`src/rtl/transformation_controller_if.sv`:
```
// Control bus between the GCN transformation sequencer and its datapath
// (address generator, feature/weight memories, MAC array, scratch pad).
interface transformation_controller_if #(
    parameter int ROW_WIDTH = 3,
    parameter int COL_WIDTH = 2
);
    logic                 start;
    logic                 mac_done;
    logic                 enable_weight_count;
    logic                 enable_feature_count;
    logic                 enable_scratch_pad;
    logic                 read_weight_en;
    logic                 read_feature_en;
    logic                 weight_load;
    logic                 feature_load;
    logic                 mac_start;
    logic                 scratch_wr_en;
    logic [ROW_WIDTH-1:0] scratch_row;
    logic [COL_WIDTH-1:0] scratch_col;
    logic                 busy;
    logic                 done;

    modport master (
        input  start, mac_done,
        output enable_weight_count, enable_feature_count, enable_scratch_pad,
               read_weight_en, read_feature_en, weight_load, feature_load,
               mac_start, scratch_wr_en, scratch_row, scratch_col, busy, done
    );

    modport slave (
        output start, mac_done,
        input  enable_weight_count, enable_feature_count, enable_scratch_pad,
               read_weight_en, read_feature_en, weight_load, feature_load,
               mac_start, scratch_wr_en, scratch_row, scratch_col, busy, done
    );
endinterface

```
`src/rtl/transformation_controller.sv`:
```
// Sequencer for the GCN transformation stage: walks every (row, col) product of
// feature x weight, handshaking memory reads, the MAC array and scratch-pad writes.
module transformation_controller #(
    parameter int FEATURE_ROWS = 6,
    parameter int WEIGHT_COLS  = 3,
    parameter int MEM_LATENCY  = 1,
    parameter int ROW_WIDTH    = $clog2(FEATURE_ROWS),
    parameter int COL_WIDTH    = $clog2(WEIGHT_COLS),
    parameter int LAT_WIDTH    = $clog2(MEM_LATENCY + 1)
) (
    input logic                          clk,
    input logic                          reset,
    transformation_controller_if.master  bus
);
    localparam logic [ROW_WIDTH-1:0] ROW_LAST = ROW_WIDTH'(FEATURE_ROWS - 1);
    localparam logic [COL_WIDTH-1:0] COL_LAST = COL_WIDTH'(WEIGHT_COLS - 1);
    localparam logic [LAT_WIDTH-1:0] LAT_LAST = LAT_WIDTH'(MEM_LATENCY - 1);

    typedef enum logic [3:0] {
        IDLE, WEIGHT_RD, W_WAIT, FEAT_RD, F_WAIT,
        MAC_GO, MAC_WAIT, WRITE, COL_ADV, DONE
    } state_t;

    typedef struct packed {
        logic enable_weight_count;
        logic enable_feature_count;
        logic enable_scratch_pad;
        logic read_weight_en;
        logic read_feature_en;
        logic weight_load;
        logic feature_load;
        logic mac_start;
        logic scratch_wr_en;
        logic busy;
        logic done;
    } strobes_t;

    state_t               state_q, state_d;
    logic [ROW_WIDTH-1:0] row_q, row_d;
    logic [COL_WIDTH-1:0] col_q, col_d;
    logic [LAT_WIDTH-1:0] lat_q, lat_d;
    strobes_t             out_q;

    function automatic strobes_t decode(input state_t s, input logic lat_last);
        strobes_t o;
        o                      = '0;
        o.busy                 = (s != IDLE);
        o.read_weight_en       = (s == WEIGHT_RD);
        o.weight_load          = (s == W_WAIT) && lat_last;
        o.read_feature_en      = (s == FEAT_RD);
        o.enable_scratch_pad   = (s == FEAT_RD);
        o.feature_load         = (s == F_WAIT) && lat_last;
        o.mac_start            = (s == MAC_GO);
        o.scratch_wr_en        = (s == WRITE);
        o.enable_feature_count = (s == WRITE);
        o.enable_weight_count  = (s == COL_ADV);
        o.done                 = (s == DONE);
        return o;
    endfunction

    always_comb begin
        // NOTE: every always_comb target gets a default first, so no path can infer a latch.
        state_d = state_q;
        row_d   = row_q;
        col_d   = col_q;
        lat_d   = lat_q;
        case (state_q)
            IDLE: if (bus.start) begin
                state_d = WEIGHT_RD;
                row_d   = '0;
                col_d   = '0;
            end
            WEIGHT_RD: begin
                state_d = W_WAIT;
                lat_d   = '0;
            end
            W_WAIT: begin
                if (lat_q == LAT_LAST) state_d = FEAT_RD;
                else                   lat_d   = lat_q + LAT_WIDTH'(1);
            end
            FEAT_RD: begin
                state_d = F_WAIT;
                lat_d   = '0;
            end
            F_WAIT: begin
                if (lat_q == LAT_LAST) state_d = MAC_GO;
                else                   lat_d   = lat_q + LAT_WIDTH'(1);
            end
            MAC_GO:   state_d = MAC_WAIT;
            MAC_WAIT: if (bus.mac_done) state_d = WRITE;
            WRITE: begin
                if (row_q == ROW_LAST) begin
                    row_d   = '0;
                    state_d = COL_ADV;
                end else begin
                    row_d   = row_q + ROW_WIDTH'(1);
                    state_d = FEAT_RD;
                end
            end
            COL_ADV: begin
                if (col_q == COL_LAST) begin
                    col_d   = '0;
                    state_d = DONE;
                end else begin
                    col_d   = col_q + COL_WIDTH'(1);
                    state_d = WEIGHT_RD;
                end
            end
            DONE:    state_d = IDLE;
            default: state_d = IDLE;
        endcase
    end

    // Strobes are decoded from the next state so they leave a flop alongside it.
    always_ff @(posedge clk) begin
        // NOTE: sequential state uses non-blocking assignments so all flops update together.
        if (reset) begin
            state_q <= IDLE;
            row_q   <= '0;
            col_q   <= '0;
            lat_q   <= '0;
            out_q   <= '0;
        end else begin
            state_q <= state_d;
            row_q   <= row_d;
            col_q   <= col_d;
            lat_q   <= lat_d;
            out_q   <= decode(state_d, lat_d == LAT_LAST);
        end
    end

    assign bus.enable_weight_count  = out_q.enable_weight_count;
    assign bus.enable_feature_count = out_q.enable_feature_count;
    assign bus.enable_scratch_pad   = out_q.enable_scratch_pad;
    assign bus.read_weight_en       = out_q.read_weight_en;
    assign bus.read_feature_en      = out_q.read_feature_en;
    assign bus.weight_load          = out_q.weight_load;
    assign bus.feature_load         = out_q.feature_load;
    assign bus.mac_start            = out_q.mac_start;
    assign bus.scratch_wr_en        = out_q.scratch_wr_en;
    assign bus.busy                 = out_q.busy;
    assign bus.done                 = out_q.done;
    assign bus.scratch_row          = row_q;
    assign bus.scratch_col          = col_q;
endmodule

```
`src/flat_wrapper.sv`:
```
// flat-port wrapper written by rule: the top's interface ports become plain ports
module transformation_controller_flat 
#(
    parameter int FEATURE_ROWS = 6,
    parameter int WEIGHT_COLS  = 3,
    parameter int MEM_LATENCY  = 1,
    parameter int ROW_WIDTH    = $clog2(FEATURE_ROWS),
    parameter int COL_WIDTH    = $clog2(WEIGHT_COLS),
    parameter int LAT_WIDTH    = $clog2(MEM_LATENCY + 1)
)
  (clk, reset, bus_start, bus_mac_done, bus_enable_weight_count, bus_enable_feature_count, bus_enable_scratch_pad, bus_read_weight_en, bus_read_feature_en, bus_weight_load, bus_feature_load, bus_mac_start, bus_scratch_wr_en, bus_scratch_row, bus_scratch_col, bus_busy, bus_done);
  transformation_controller_if #(.ROW_WIDTH(ROW_WIDTH), .COL_WIDTH(COL_WIDTH)) bus_i ();
  input logic clk;
  input logic reset;
  input wire logic [$bits(bus_i.start)-1:0] bus_start;
  input wire logic [$bits(bus_i.mac_done)-1:0] bus_mac_done;
  output wire logic [$bits(bus_i.enable_weight_count)-1:0] bus_enable_weight_count;
  output wire logic [$bits(bus_i.enable_feature_count)-1:0] bus_enable_feature_count;
  output wire logic [$bits(bus_i.enable_scratch_pad)-1:0] bus_enable_scratch_pad;
  output wire logic [$bits(bus_i.read_weight_en)-1:0] bus_read_weight_en;
  output wire logic [$bits(bus_i.read_feature_en)-1:0] bus_read_feature_en;
  output wire logic [$bits(bus_i.weight_load)-1:0] bus_weight_load;
  output wire logic [$bits(bus_i.feature_load)-1:0] bus_feature_load;
  output wire logic [$bits(bus_i.mac_start)-1:0] bus_mac_start;
  output wire logic [$bits(bus_i.scratch_wr_en)-1:0] bus_scratch_wr_en;
  output wire logic [$bits(bus_i.scratch_row)-1:0] bus_scratch_row;
  output wire logic [$bits(bus_i.scratch_col)-1:0] bus_scratch_col;
  output wire logic [$bits(bus_i.busy)-1:0] bus_busy;
  output wire logic [$bits(bus_i.done)-1:0] bus_done;
  assign bus_i.start = bus_start;
  assign bus_i.mac_done = bus_mac_done;
  assign bus_enable_weight_count = bus_i.enable_weight_count;
  assign bus_enable_feature_count = bus_i.enable_feature_count;
  assign bus_enable_scratch_pad = bus_i.enable_scratch_pad;
  assign bus_read_weight_en = bus_i.read_weight_en;
  assign bus_read_feature_en = bus_i.read_feature_en;
  assign bus_weight_load = bus_i.weight_load;
  assign bus_feature_load = bus_i.feature_load;
  assign bus_mac_start = bus_i.mac_start;
  assign bus_scratch_wr_en = bus_i.scratch_wr_en;
  assign bus_scratch_row = bus_i.scratch_row;
  assign bus_scratch_col = bus_i.scratch_col;
  assign bus_busy = bus_i.busy;
  assign bus_done = bus_i.done;
  transformation_controller #(.FEATURE_ROWS(FEATURE_ROWS), .WEIGHT_COLS(WEIGHT_COLS), .MEM_LATENCY(MEM_LATENCY), .ROW_WIDTH(ROW_WIDTH), .COL_WIDTH(COL_WIDTH), .LAT_WIDTH(LAT_WIDTH)) u_core (.clk(clk), .reset(reset), .bus(bus_i));
endmodule
```
`config.mk`:
```
export PLATFORM = sky130hd
export DESIGN_NAME = transformation_controller_flat
export DESIGN_NICKNAME = d
export VERILOG_FILES = /design/src/rtl/transformation_controller_if.sv /design/src/rtl/transformation_controller.sv /design/src/flat_wrapper.sv
export SDC_FILE = /design/constraint.sdc
export NUM_CORES = 1
export LEC_CHECK = 0
export CAP_MARGIN = 20
export CORE_MARGIN = 8
export CORE_UTILIZATION = 40
export CTS_BUF_LIST = sky130_fd_sc_hd__clkbuf_4
export DETAILED_ROUTE_END_ITERATION = 8
export PLACE_DENSITY = 0.73
export SETUP_SLACK_MARGIN = 0.2
export SLEW_MARGIN = 20
export SYNTH_ARGS = -nofsm -noshare
export SYNTH_HDL_FRONTEND = slang
export SYNTH_SLANG_ARGS = --single-unit
export TNS_END_PERCENT = 5
```
`constraint.sdc`:
```
create_clock -name clk -period 3.3 [get_ports clk]
set_clock_uncertainty 0.15 [all_clocks]
set_input_delay 0.66 -clock clk [delete_from_list [all_inputs] [get_ports clk]]
set_output_delay 0.66 -clock clk [all_outputs]
set_load 0.02 [all_outputs]
```
### After elaboration in Yosys (flattened, before gate mapping)

Cells that the tools add are included.

* flip-flop bits (word level): 19
* output and inout port bits: 16
* bits of input ports: 4
* word-level logic and storage cells: 61

* mux-type cells: 15
* eq/ne operators: 19
* $add $sub $neg: 3
* reduce and logical (&&, ||, !) cells: 10
* bitwise gates (word level): 1

Operators with widths (count)
* $pmux W4 S9: 1
* $eq A4 B3 Y1 const B: 7
* $mux W4: 6
* $eq A4 B2 Y1 const B: 4
* $eq A4 B4 Y1 const B: 3
* $eq A4 B1 Y1 const B: 2
* $mux W3: 2
* $pmux W3 S2: 1
* $logic_not A4 Y1: 1
* $mux W2: 2
* $pmux W2 S2: 1
* $reduce_and A2 Y1: 2
* $reduce_bool A2 Y1: 2
* $reduce_bool A4 Y1: 1
* $reduce_or A2 Y1: 2
* $add A3 B1 Y3 const B: 1
* $eq A3 B3 Y1 const B: 1
* $add A2 B1 Y2 const B: 1
* $eq A2 B2 Y1 const B: 1
* $logic_and A1 B1 Y1: 2
* $ne A2 B2 Y1 const B: 1
* $pmux W1 S2: 1
* $add A1 B1 Y1 const B: 1
* $mux W1: 1
* $not A1 Y1: 1

### Depth between registers and ports, before layout

* word-level depth: 5
* depth in mapped cells: 5
* gate-level depth less buffers: 4

### Least setup slack after synthesis

OpenSTA, ideal clock, no wires.

* path type: input to register
* start point: in bus_mac_done
* end point: reg u_core.out_q, in the netlist u_core.bus.read_weight_en
* library setup time: 0.134 ns
* buffers on the path: 0
* data arrival time: 1.356 ns
* setup slack: 1.660 ns
* data required time: 3.016 ns
* stages: 4
* path through: or2b_1 > a31oi_1 > o311a_4 > nor4_2

* longest elaborated chain between the ends: 3

RTL lines
* start: declaration: RTL line flat_wrapper.sv:16 `input wire logic [$bits(bus_i.mac_done)-1:0] bus_mac_done;`
* $mux W4: RTL line transformation_controller.sv:90 `MAC_WAIT: if (bus.mac_done) state_d = WRITE;`
* $pmux W4 S9: RTL line transformation_controller.sv:67 `case (state_q)`
* $eq A4 B1 Y1: RTL line transformation_controller.sv:48 `o.read_weight_en = (s == WEIGHT_RD);`
* end signal: assignment: RTL line transformation_controller.sv:128 `out_q <= decode(state_d, lat_d == LAT_LAST);`
* end: declaration: RTL line transformation_controller.sv:42 `strobes_t out_q;`

No other way between the ends.
A chain may end at the register's enable or synchronous reset.

### Worst setup path in the final report

* start point: reg u_core.row_q[0], in the netlist u_core.bus.scratch_row[0]
* end point: out bus_scratch_row[0]

RTL lines
* start: declaration: RTL line transformation_controller.sv:39 `logic [ROW_WIDTH-1:0] row_q, row_d;`
* start signal: assignment: RTL line transformation_controller.sv:125 `row_q <= row_d;`
* end: declaration: RTL line flat_wrapper.sv:26 `output wire logic [$bits(bus_i.scratch_row)-1:0] bus_scratch_row;`

No word-level cell between the ends.

==> flow_results.org <==
** Status
- The flow ran to the end, and the final reports show no timing, DRC or antenna violations.

** CTS
- Clock-pin slew was measured on the worst setup and hold paths at 0.10 ns.
- In this run the deepest clock path goes through 2 buffers.
- CTS sink count :: 19
- In this run the number of H-tree levels came out at 1.
- Number of cells upsized or downsized after cts :: 0
- Clock buffer count from CTS :: 3
- CTS tree :: done
- At the later pin of the worst-skew pair, clock insertion delay measures around 0.30 ns.
- Post-CTS repair timing setup buffer count :: 0
- In this run the clock root is driven by a sky130_fd_sc_hd__clkbuf_4.
- After clock tree synthesis, the flow added hold-fix buffers numbering 0.

** Layout
- Number of nets in the layout :: 113
- Multi-input gate area in the final layout :: 405 sq um
- Registers take 380 sq um.
- Layout cells sized above 1 :: 10.2%
- The finished cells cover 0.00104 sq mm.
- 0 antenna diodes ended up in the layout.
- The layout has 194 filler cells.
- The count of cells in the finished layout, fillers not included, comes to 135.
- Compared with the post-synthesis result, the final layout area differs by 24.8%.

** Critical path
- FF-to-FF End :: u_core.bus.read_weight_en
- Cell depth of the worst flop-to-flop path :: 4
- Max Fanout on Critical Path :: 6
- For flop-to-flop paths, the worst setup slack is 1.52 ns.
- Cell at the slowest stage of the critical path :: sky130_fd_sc_hd__clkdlybuf4s50_1
- The worst register-to-register path begins at u_core.state_q[0].
- The worst setup path is launched from a flop.
- Sort of element at the end of the critical path :: primary output
- List of cells traversed by the critical path :: clkdlybuf4s50_1
- At the worst endpoint, the required time is 2.49 ns.
- The kind of cell with the highest combined delay along the critical path is buffers and inverters.
- Number of buffers and inverters on the critical path :: 1
- Setup Crit Path Kind :: reg2out
- CP arrival :: approximately 1.4 ns
- Worst path max stage delay :: ~0.64 ns

** Synth
- Synth area leader :: sky130_fd_sc_hd__dfxtp_1
- The netlist uses 33 different library cells.
- For this run, asynchronously set or reset flops after synthesis account for 0%.
- Counting flops with a built-in enable in the synthesized netlist gives 0.
- The share of synthesized area in the top cell type comes to 45.4%.
- Among all flip-flop cells after synthesis, the most frequent one is sky130_fd_sc_hd__dfxtp_1.
- Summing the areas of all compound-gate instances in the mapped netlist gives 14.6% of the synthesized area.
- Sequential element share of the synthesized area :: 45.4%
- By area the synthesized netlist is led by sky130_fd_sc_hd__dfxtp_1 45%, sky130_fd_sc_hd__nor2_1 6.7%, sky130_fd_sc_hd__o21ai_0 3.6%.
- Count leader, synth :: sky130_fd_sc_hd__dfxtp_1
- Yosys warning total :: 0
- Share of synthesized area spent on multiplexers :: 1.20%
- Total nets after synthesis :: 96
- After Yosys synthesis, and, or, nand and nor cells account for 30.5% of the synthesized area.
- The synthesized design contains 19 register bits.
- XOR/XNOR Fraction of Synth Area :: 2.09%
- Averaged over all synthesized cells, the footprint is 9.10 sq um.
- Share of synthesized cell area in full adder, half adder and majority cells :: 0%
- Top cells by count, synth :: 19 x sky130_fd_sc_hd__dfxtp_1, 15 x sky130_fd_sc_hd__nor2_1, 6 x sky130_fd_sc_hd__o21ai_0, 5 x sky130_fd_sc_hd__nand2_1
- Area of the mapped netlist :: 837 sq um
- Largest family of logic cells by synthesized area :: simple AND/OR/NAND/NOR gates
- Synthesis produced approximately 90 cells.

** Routing
- Remaining number of nets flagged by the antenna check after routing :: 0
- The detailed router finished its first iteration with 13 violations.
- Met2 Routed Length :: between 700 and 800 microns
- Dividing the detail-routed via count by the number of cells gives 5.17.
- For this block, wires on met1 add up to 754 microns.
- Final wirelength :: about 1700 microns
- Wire length per cell :: 12.8 microns
- In the detailed route, the total length drawn on met3 is about 190 microns.
- Uppermost signal routing layer after detailed routing :: met4
- For this run, design rule violations remaining after detail routing come to 0.
- Summing over every cut layer, the via total after detailed routing is 698.
- The first detailed-routing pass ran for 4 iterations.

** STA
- Dividing the final minimum period by the clock period gives 66.0%.
- Setup repair after global routing left no endpoint under its margin.
- The count of endpoints failing hold in the final timing report came to 0.
- The worst path in the final design needs a cycle of 2.18 ns, including I/O delays and setup.
- The max-slew violation total from the final report was 0.
- Setup violation total in the final timing report :: 0
- Slew @ Worst Pin :: 0.586 ns
- Total Neg Setup Slack :: 0 ns
- For this run, the top clock speed supported by timing is 459 MHz.
- Worst slew slack as a fraction of its limit :: between 60% and 70%

** Power and ir drop
- The analysis attributes to net switching a power of 0.194 mW.
- For this design the ratio of total power to cell area is 541 mW/mm^2.
- Combinational logic is responsible for 29.7% of the overall power.
- Net switching is 34.4% of the power.
- Internal power comes to 0.371 mW.
- Peak supply drop :: roughly 0.32 mV
- The clock network burns 20.8% of the power.
- Static Leakage :: 0.376 nW
- Flop pwr share :: 49.5%

** Floorplan
- During I/O placement, the number of pins put on the boundary was 20.
- The floorplan step set the die width to 61.7 microns.
- Floorplan core area :: a little under 0.002 sq mm
- In this run the vertical extent of the chip is ~62 microns.
- The initial utilization of the core area, before any placement, comes to between 40% and 50%.
- FP Rows :: 16
- The die covers 0.00381 sq mm.

** Worst hold path
- The path with the worst hold slack has its endpoint at u_core.lat_q.
- The worst hold path was traced through 2 stages.
- Worst min path class :: reg2reg
- Startpoint of the most critical hold path :: u_core.lat_q

** Global route
- Pin count of the biggest net entering global routing :: 17
- Global-route wire length before repair :: around 2800 microns
- Overall track demand over capacity in global routing :: 9.85%
- Vias in the first global route :: 660
- Antenna violations before repair :: 0
- For this run the aggregate overflow at the end of global routing stands at 0.

** Placement
- Placer's final routability congestion estimate :: roughly 0.77
- DPL Wire Length :: 1230 microns
- Quantity of I/O buffers inserted on ports :: 19
- Cell Area, Placed :: 0.00102 sq mm
- The number of placed instances, taps included, is 131.

** Run
- Across the run, the number of max-cap violations was 0.
[per-stage QoR]
stage | power (mW) | utilization, % | hold WS, ns | worst slack, ns
after floorplan | 0.406 | - | 0.303 | 1.66
after global placement | 0.450 | 51.8 | 0.324 | 1.03
after detailed placement | 0.452 | 51.8 | 0.325 | 0.984
after CTS | 0.571 | 53.3 | 0.340 | 1.11
after global routing | 0.603 | 53.3 | 0.372 | 1.06
final | 0.565 | 53.3 | 0.336 | 1.12
[registers in the layout, indices dropped and copies added, names as in the netlist]
name / flops
u_core.bus.weight_load: 1
u_core.bus.done: 1
u_core.bus.scratch_row: 3
u_core.bus.scratch_col: 2
u_core.bus.feature_load: 1
u_core.bus.enable_feature_count: 1
u_core.bus.mac_start: 1
u_core.lat_q: 1
u_core.bus.enable_weight_count: 1
u_core.bus.busy: 1
u_core.state_q: 4
u_core.bus.read_weight_en: 1
u_core.bus.enable_scratch_pad: 1
[cells by family after synthesis]
| group | Yosys count |
|---|---|
| AO/OA/AOI/OAI | 18 |
| XOR/XNOR | 2 |
| buffers and inverters | 9 |
| flip-flops | 19 |
| multiplexers | 1 |
| AND/OR/NAND/NOR | 43 |
[how the worst max path moves through the flow]
stage / startpoint / end / slack (ns) / cells past startpoint
after global routing: u_core.bus.scratch_row[0] / bus_scratch_row[0] / 1.06 / 1
final: u_core.bus.scratch_row[0] / bus_scratch_row[0] / 1.12 / 1
after global placement: reset / u_core.bus.enable_scratch_pad / 1.03 / 3
after floorplan: bus_mac_done / u_core.bus.read_weight_en / 1.66 / 4
after detailed placement: reset / u_core.bus.weight_load / 0.98 / 3
after CTS: u_core.bus.scratch_row[0] / bus_scratch_row[0] / 1.11 / 1
[per-layer routing]
layer	vias up	global-route usage, %
met5	-	0
met4	0	4.87
met3	2	5.35
met2	20	14.8
met1	322	11.1
li1	354	-
[cell type report]
class                      count  area share (%)
sequential                    19            36.4
inverter                       2           0.719
clock inverter                 1           0.479
tap                           27            3.23
multi-input combinational     64            38.8
clock buffer                   3            2.16
timing repair buffer          19            18.2
[cells in the final DEF, fill, tap and decap left out, types with 2 or more instances in the layout]
master / n
sky130_fd_sc_hd__clkdlybuf4s50_1: 19
sky130_fd_sc_hd__dfxtp_1: 19
sky130_fd_sc_hd__nor2_1: 15
sky130_fd_sc_hd__o21ai_0: 6
sky130_fd_sc_hd__nand2_1: 5
sky130_fd_sc_hd__nand2b_1: 4
sky130_fd_sc_hd__nor3_1: 4
sky130_fd_sc_hd__a21oi_1: 4
sky130_fd_sc_hd__clkbuf_4: 3
sky130_fd_sc_hd__nor3b_2: 2
sky130_fd_sc_hd__a31oi_1: 2
sky130_fd_sc_hd__nand3b_1: 2
sky130_fd_sc_hd__inv_1: 2
sky130_fd_sc_hd__nor4_2: 2
sky130_fd_sc_hd__nand3_1: 2
[power groups by stage]
stage | Sequential [mW] | Combinational (mW) | Clock [mW]
2_1_floorplan | 0.278 | 0.127 | 0
3_3_place_gp | 0.285 | 0.165 | 0
3_5_place_dp | 0.285 | 0.167 | 0
4_1_cts | 0.280 | 0.169 | 0.122
5_1_grt | 0.283 | 0.181 | 0.139
6_report | 0.280 | 0.168 | 0.118
(Power assumes the default switching activity.)
